File: src/rtl/arb_pkg.sv
// ---------------------------------------------------------------------------
// arb_pkg
// Shared types and helpers for the round-robin port arbiter.
//   NREQ        : number of requesters contending for the shared port
//   arb_state_t : arbiter FSM state (IDLE between owners, OWN while granted)
//   onehot4()   : 2-bit index -> one-hot 4-bit grant vector
// ---------------------------------------------------------------------------
package arb_pkg;

  localparam int NREQ = 4;

  typedef enum logic [1:0] {
    ARB_IDLE,
    ARB_OWN
  } arb_state_t;

  function automatic logic [NREQ-1:0] onehot4(input logic [1:0] idx);
    logic [NREQ-1:0] v;
    v      = '0;
    v[idx] = 1'b1;
    return v;
  endfunction

endpackage

File: src/rtl/mux4.sv
// ---------------------------------------------------------------------------
// mux4
// Single-bit 4:1 multiplexer, the leaf cell of the shared-port mux tree.
//   i_d   [3:0] : data inputs, i_d[n] is selected when i_sel == n
//   i_sel [1:0] : select
//   o_y         : selected bit
// ---------------------------------------------------------------------------
module mux4 (
  input  logic [3:0] i_d,
  input  logic [1:0] i_sel,
  output logic       o_y
);

  assign o_y = i_d[i_sel];

endmodule

File: src/rtl/rr_pick4.sv
// ---------------------------------------------------------------------------
// rr_pick4
// Combinational round-robin picker. Scans requests starting one past the
// last owner (i_ptr+1, i_ptr+2, ... wrapping 3->0) and returns the first
// asserted index.
//   i_req [3:0] : request vector
//   i_ptr [1:0] : index of the last owner (lowest priority this round)
//   o_any       : at least one request is asserted
//   o_idx [1:0] : chosen requester (don't-care when o_any is low)
// ---------------------------------------------------------------------------
module rr_pick4
  import arb_pkg::*;
(
  input  logic [NREQ-1:0] i_req,
  input  logic [1:0]      i_ptr,
  output logic            o_any,
  output logic [1:0]      o_idx
);

  logic [1:0]      w_base;
  logic [NREQ-1:0] w_rot;
  logic [1:0]      w_off;

  assign w_base = i_ptr + 2'd1;

  // Rotate so that w_rot[0] is the highest-priority requester; the 2-bit
  // index arithmetic provides the mod-4 wrap for free.
  generate
    for (genvar gi = 0; gi < NREQ; gi++) begin : g_rot
      localparam logic [1:0] OFS = 2'(gi);
      assign w_rot[gi] = i_req[w_base + OFS];
    end
  endgenerate

  // Priority-encode lowest set bit of the rotated vector.
  always_comb begin
    w_off = 2'd0;
    for (int k = NREQ - 1; k >= 0; k--) begin
      if (w_rot[k]) w_off = 2'(k);
    end
  end

  // Unrotate back to an absolute requester index.
  assign o_idx = w_base + w_off;
  assign o_any = |i_req;

endmodule

File: src/rtl/rr_port_arbiter.sv
// ---------------------------------------------------------------------------
// rr_port_arbiter
// Round-robin arbiter and select controller for a shared 4-input datapath
// port. Grants one owner at a time, bounds each burst to MAX_BURST cycles
// when someone else is waiting, and drives the select of the bitwise 4:1
// mux tree that builds out_data.
//   clk       : clock
//   reset     : synchronous active-high reset
//   req  [3:0]: per-requester request, held for the whole transaction
//   din       : requester data, din[i*WIDTH +: WIDTH] is requester i
//   gnt  [3:0]: registered one-hot grant (or 0)
//   sel  [1:0]: registered mux select, index of current/last owner
//   out_valid : the owner still requests and holds the grant this cycle
//   out_data  : din slice selected by sel
//   busy      : FSM is in the OWN state
// ---------------------------------------------------------------------------
module rr_port_arbiter
  import arb_pkg::*;
#(
  parameter int WIDTH     = 64,
  parameter int MAX_BURST = 8
) (
  input  logic                  clk,
  input  logic                  reset,
  input  logic [NREQ-1:0]       req,
  input  logic [NREQ*WIDTH-1:0] din,
  output logic [NREQ-1:0]       gnt,
  output logic [1:0]            sel,
  output logic                  out_valid,
  output logic [WIDTH-1:0]      out_data,
  output logic                  busy
);

  localparam int             CW   = $clog2(MAX_BURST + 1);
  localparam logic [CW-1:0]  MAXC = CW'(MAX_BURST);

  arb_state_t       r_state;
  logic [1:0]       r_ptr;
  logic [CW-1:0]    r_cnt;
  logic [NREQ-1:0]  r_gnt;
  logic [1:0]       r_sel;

  logic             w_any;
  logic [1:0]       w_pick;
  logic             w_owner_req;
  logic             w_others_pending;

  rr_pick4 u_pick (
    .i_req (req),
    .i_ptr (r_ptr),
    .o_any (w_any),
    .o_idx (w_pick)
  );

  // In OWN, r_sel always names the owner, so it doubles as the owner index.
  assign w_owner_req      = req[r_sel];
  assign w_others_pending = |(req & ~onehot4(r_sel));

  always_ff @(posedge clk) begin
    if (reset) begin
      r_state <= ARB_IDLE;
      r_gnt   <= '0;
      r_sel   <= 2'd0;
      r_ptr   <= 2'd3;
      r_cnt   <= '0;
    end else begin
      case (r_state)
        ARB_IDLE: begin
          if (w_any) begin
            r_gnt   <= onehot4(w_pick);
            r_sel   <= w_pick;
            r_cnt   <= CW'(1);
            r_state <= ARB_OWN;
          end else begin
            r_gnt   <= '0;
          end
        end
        ARB_OWN: begin
          // Release and preemption behave identically: the owner drops to
          // lowest priority and every hand-over passes through IDLE.
          if (!w_owner_req || (r_cnt == MAXC && w_others_pending)) begin
            r_gnt   <= '0;
            r_ptr   <= r_sel;
            r_state <= ARB_IDLE;
          end else if (r_cnt != MAXC) begin
            r_cnt   <= r_cnt + CW'(1);
          end
        end
        default: begin
          r_gnt   <= '0;
          r_state <= ARB_IDLE;
        end
      endcase
    end
  end

  assign gnt       = r_gnt;
  assign sel       = r_sel;
  assign busy      = (r_state == ARB_OWN);
  assign out_valid = |(r_gnt & req);

  // Bit-sliced 4:1 mux tree for the shared output.
  generate
    for (genvar gi = 0; gi < WIDTH; gi++) begin : g_mux
      mux4 u_mux (
        .i_d   ({din[3*WIDTH + gi], din[2*WIDTH + gi], din[WIDTH + gi], din[gi]}),
        .i_sel (r_sel),
        .o_y   (out_data[gi])
      );
    end
  endgenerate

endmodule

File: config.mk
export PLATFORM = sky130hd
export DESIGN_NAME = rr_port_arbiter
export DESIGN_NICKNAME = d
export VERILOG_FILES = /design/src/rtl/arb_pkg.sv /design/src/rtl/mux4.sv /design/src/rtl/rr_pick4.sv /design/src/rtl/rr_port_arbiter.sv
export SDC_FILE = /design/constraint.sdc
export NUM_CORES = 1
export LEC_CHECK = 0
export ABC_AREA = 1
export ABC_CLOCK_PERIOD_IN_PS = 2600
export CAP_MARGIN = 5
export CORE_AREA = 3 3 130 132
export DETAILED_ROUTE_END_ITERATION = 16
export DIE_AREA = 0 0 133 135
export GPL_TIMING_DRIVEN = 0
export RECOVER_POWER = 100
export SYNTH_ARGS = -nofsm -noshare
export SYNTH_HDL_FRONTEND = slang
export SYNTH_SLANG_ARGS = --single-unit
File: constraint.sdc
create_clock -name clk -period 2.6 [get_ports clk]
set_input_delay 0.52 -clock clk [delete_from_list [all_inputs] [get_ports clk]]
set_output_delay 0.52 -clock clk [all_outputs]
set_load 0.05 [all_outputs]
==> summary.log <==
qor: final_layout.fillerInstances 1750
qor: sta.worst_pin_slew 0.541 ns
qor: place.placed_cell_area 6530 sq um
qor: sta.setup-violations-final 0
qor: grt.grt_pass1_wl 27100 um
qor: sta.worst_clock_skew 0.00231 ns
qor: clock_tree.tritoncts_clock_tree yes
qor: critical_path.critPathMaxFanout 10
qor: floorplanning.fp-row-count 46
qor: drt.detail-route-antenna-nets 0
qor: synth.number_of_flops_mapped_to_enable_cells_by_yosys 0
qor: drt.vias_after_detailed_routing 4725
qor: critical_path.critical_path_arrival 1.98 ns
qor: synth.syn-mean-instance-area 5.88 sq um
qor: power.power.total 5370 uW
qor: grt.vias_in_the_first_global_route 4622
qor: critical_path.critical_path.reg2reg.endpoint gnt[0]
qor: critical_path.timing.critical_path.from sel[1]
qor: critical_path.worst_ep_required_time 2.08 ns
qor: power.peakVddDrop 0.000550 V
qor: critical_path.end_kind output pin
qor: floorplanning.start_util 18.5%
qor: final_layout.antenna-diode-count 0
qor: place.numPortBuffers 333
qor: critical_path.regToRegSetupSlack 0.69 ns
qor: synth.yosysUniqueCellTypes 31
qor: final_layout.layout.nets 1100
qor: sta.slew_viol_final 0
qor: clock_tree.clkTransAtPathRegs 0.04 ns
qor: final_layout.drive_gt1_share 22.1%
qor: drt.viasPerCell 4.50
qor: synth.asyncSetResetFlopFracSynth 0%
qor: clock_tree.h_tree_depth 1
qor: sta.finalSetupTns 0 ns
qor: final_layout.areaGrowthSynthToFinish 120%
qor: status.status completed
qor: synth.yosys_warnings 0
qor: place.detailedPlace.worstSlack -0.623 ns
qor: critical_path.worstRegToRegCells 14
qor: sta.finalCritPeriodShare 96.2%
qor: place.hpwlAfterDp 15800 um
qor: sta.finalWorstPathRequiredPeriod 2.50 ns
qor: sta.grt_setup_unrepaired no
qor: grt.initial_antenna_violation_count 0
qor: sta.timing.final.ws_setup 0.0982 ns
qor: floorplanning.floorplan.core_area 15800 sq um
qor: place.routabilityCongestion 0.855
qor: sta.max_freq 400 MHz
qor: final_layout.fin_util 40.7%
qor: synth.dominantRegCellSynth dfxtp_1
qor: grt.groute.usage.overall 19.2%
qor: floorplanning.boundaryPins 334
qor: sta.report.final.hold_viol_count 0
qor: critical_path.reg2reg_from r_ptr[0]
qor: clock_tree.clock_path_buffers 2
qor: critical_path.cp-start-kind register
qor: grt.grt-ovfl-total 0
qor: run.maxCapViolations 0
qor: critical_path.cp-endpoint out_data[13]
qor: clock_tree.tritoncts.num_buffers 3
qor: drt.drt_first_iter_violations 236
qor: synth.synth.yosys.seq_area_share 8.91%
qor: clock_tree.worstSkewPairLatency 0.24 ns
qor: synth.syn_nets 762
qor: drt.post-route-drc-count 0
qor: grt.grt_max_degree 11
qor: floorplanning.die_area 18000 sq um
qor: sta.slew-limit-headroom 63.8%
qor: final_layout.design_area 6430 sq um
qor: synth.syn-cell-area 2920 sq um
qor: synth.post_synth_inst_count 497
qor: critical_path.worstSetupPathType register to output pin
qor: power.power_density 834 nW/um^2
qor: drt.wirelength 18900 um
qor: floorplanning.die_width 133 um
qor: drt.routedWlPerCell 18.0 um
qor: clock_tree.clock_tree.root_cell clkbuf_16
qor: clock_tree.cts_hold_buffers 0
qor: clock_tree.clock-sinks 13
qor: power.power.static_leakage 0.00278 uW
qor: min_path.hold_class register to register
qor: drt.drtPass1Iterations 4
qor: floorplanning.chipHeight 135 um
qor: synth.synth-seq-cells 13
synth_stat cells, types with 3 or more instances:
master / count / share of area (%)
nand3_1: 141 / 24
dfxtp_1: 13 / 8.9
a21oi_1: 5 / 0.86
a22oi_1: 63 / 16
nand4_1: 4 / 0.86
inv_1: 16 / 2.1
nand2_1: 109 / 14
nor2_2: 3 / 0.64
buf_4: 64 / 16
buf_2: 22 / 3.8
clkbuf_1: 7 / 0.90
o21ai_0: 3 / 0.51
o21ai_1: 5 / 0.86
ha_1: 3 / 1.3
buf_1: 6 / 0.77
inv_2: 4 / 0.51
nor2_1: 6 / 0.77
o21ai_2: 5 / 1.5
worst min path at each step:
stage / from / to / slack [ns] / cells after the start
5_1_grt: gnt[0] / gnt[0] / 0.52 / 2
3_5_place_dp: gnt[0] / gnt[0] / 0.50 / 2
3_3_place_gp: gnt[0] / gnt[0] / 0.50 / 2
6_report: gnt[0] / gnt[0] / 0.51 / 2
2_1_floorplan: r_cnt[3] / r_cnt[3] / 0.48 / 2
4_1_cts: gnt[0] / gnt[0] / 0.51 / 2
flip-flops by register name, summed over array words and instances, names as in the netlist:
name     cells
gnt          4
r_cnt        4
r_ptr        2
r_state      1
sel          2
layout by cell type, fill, tap and decap left out, types with 2 or more instances in the layout:
master             n
xnor2_1            2
dfxtp_1           13
o21ai_1            4
clkbuf_4          15
a22oi_1           63
buf_6              3
buf_2             10
nand2_1          110
a21oi_1            6
o211ai_1           2
ha_1               3
clkbuf_16          3
clkdlybuf4s50_1  260
clkdlybuf4s15_2   10
nor2_2             2
clkbuf_2          53
clkdlybuf4s18_2    3
inv_1             16
buf_4             70
dlygate4sd3_1      8
nor2_1             7
inv_2              4
nand3_2            2
nand4_1            4
o21ai_0            4
o21ai_2            5
nand3_1          141
critical path, cell delays in order, from the launching register on:
cell and delay [ns]:
dfxtp_1 0.31, buf_6 0.13, nor2_1 0.14, buf_4 0.24
clkbuf_4 0.25, a22oi_1 0.11, nand3_1 0.08, buf_4 0.10
clkdlybuf4s15_2 0.37
per-stage QoR:
step | hold WS, ns | std cells
after floorplan | 0.483 | 497
after global placement | 0.502 | 1046
after detailed placement | 0.496 | 1046
after CTS | 0.508 | 1050
after global routing | 0.522 | 1050
final | 0.505 | 1050
power by group:
part,internal [uW],total [uW],switching (uW)
Combinational,1750,4800,3050
Clock,207,294,86.6
Sequential,237,276,39.0
cells by family after synthesis:
logic type      Yosys count  share of synthesized area (%)
flops                    13                           8.91
buf+inv                 123                           25.5
xor+xnor                  3                          0.900
simple gates            269                           42.1
fa+ha+maj                 3                           1.28
compound gates           86                           21.3
cell type report:
type | instances | area, sq um | area share, %
timing repair buffer | 333 | 3090 | 48.0
multi-input combinational | 361 | 1910 | 29.6
buffer | 101 | 743 | 11.5
tap | 216 | 270 | 4.20
sequential | 13 | 260 | 4.04
inverter | 22 | 83.8 | 1.30
clock buffer | 4 | 78.8 | 1.22
what timing repair did:
action                     in CTS  in global routing
setup endpoints to repair      65                 62
resized for setup             225                114
setup buffers                   0                  0
gates cloned                    0                  0
hold endpoints to repair        0                  0
layer usage:
metal	up-vias	part of all wire, %	GRT usage, %
li1	2361	-	-
met1	2109	40	23.5
met2	235	50	34.7
met3	20	9.2	4.96
met4	0	1.4	2.71
met5	-	0	0
(Power assumes the default switching activity.)
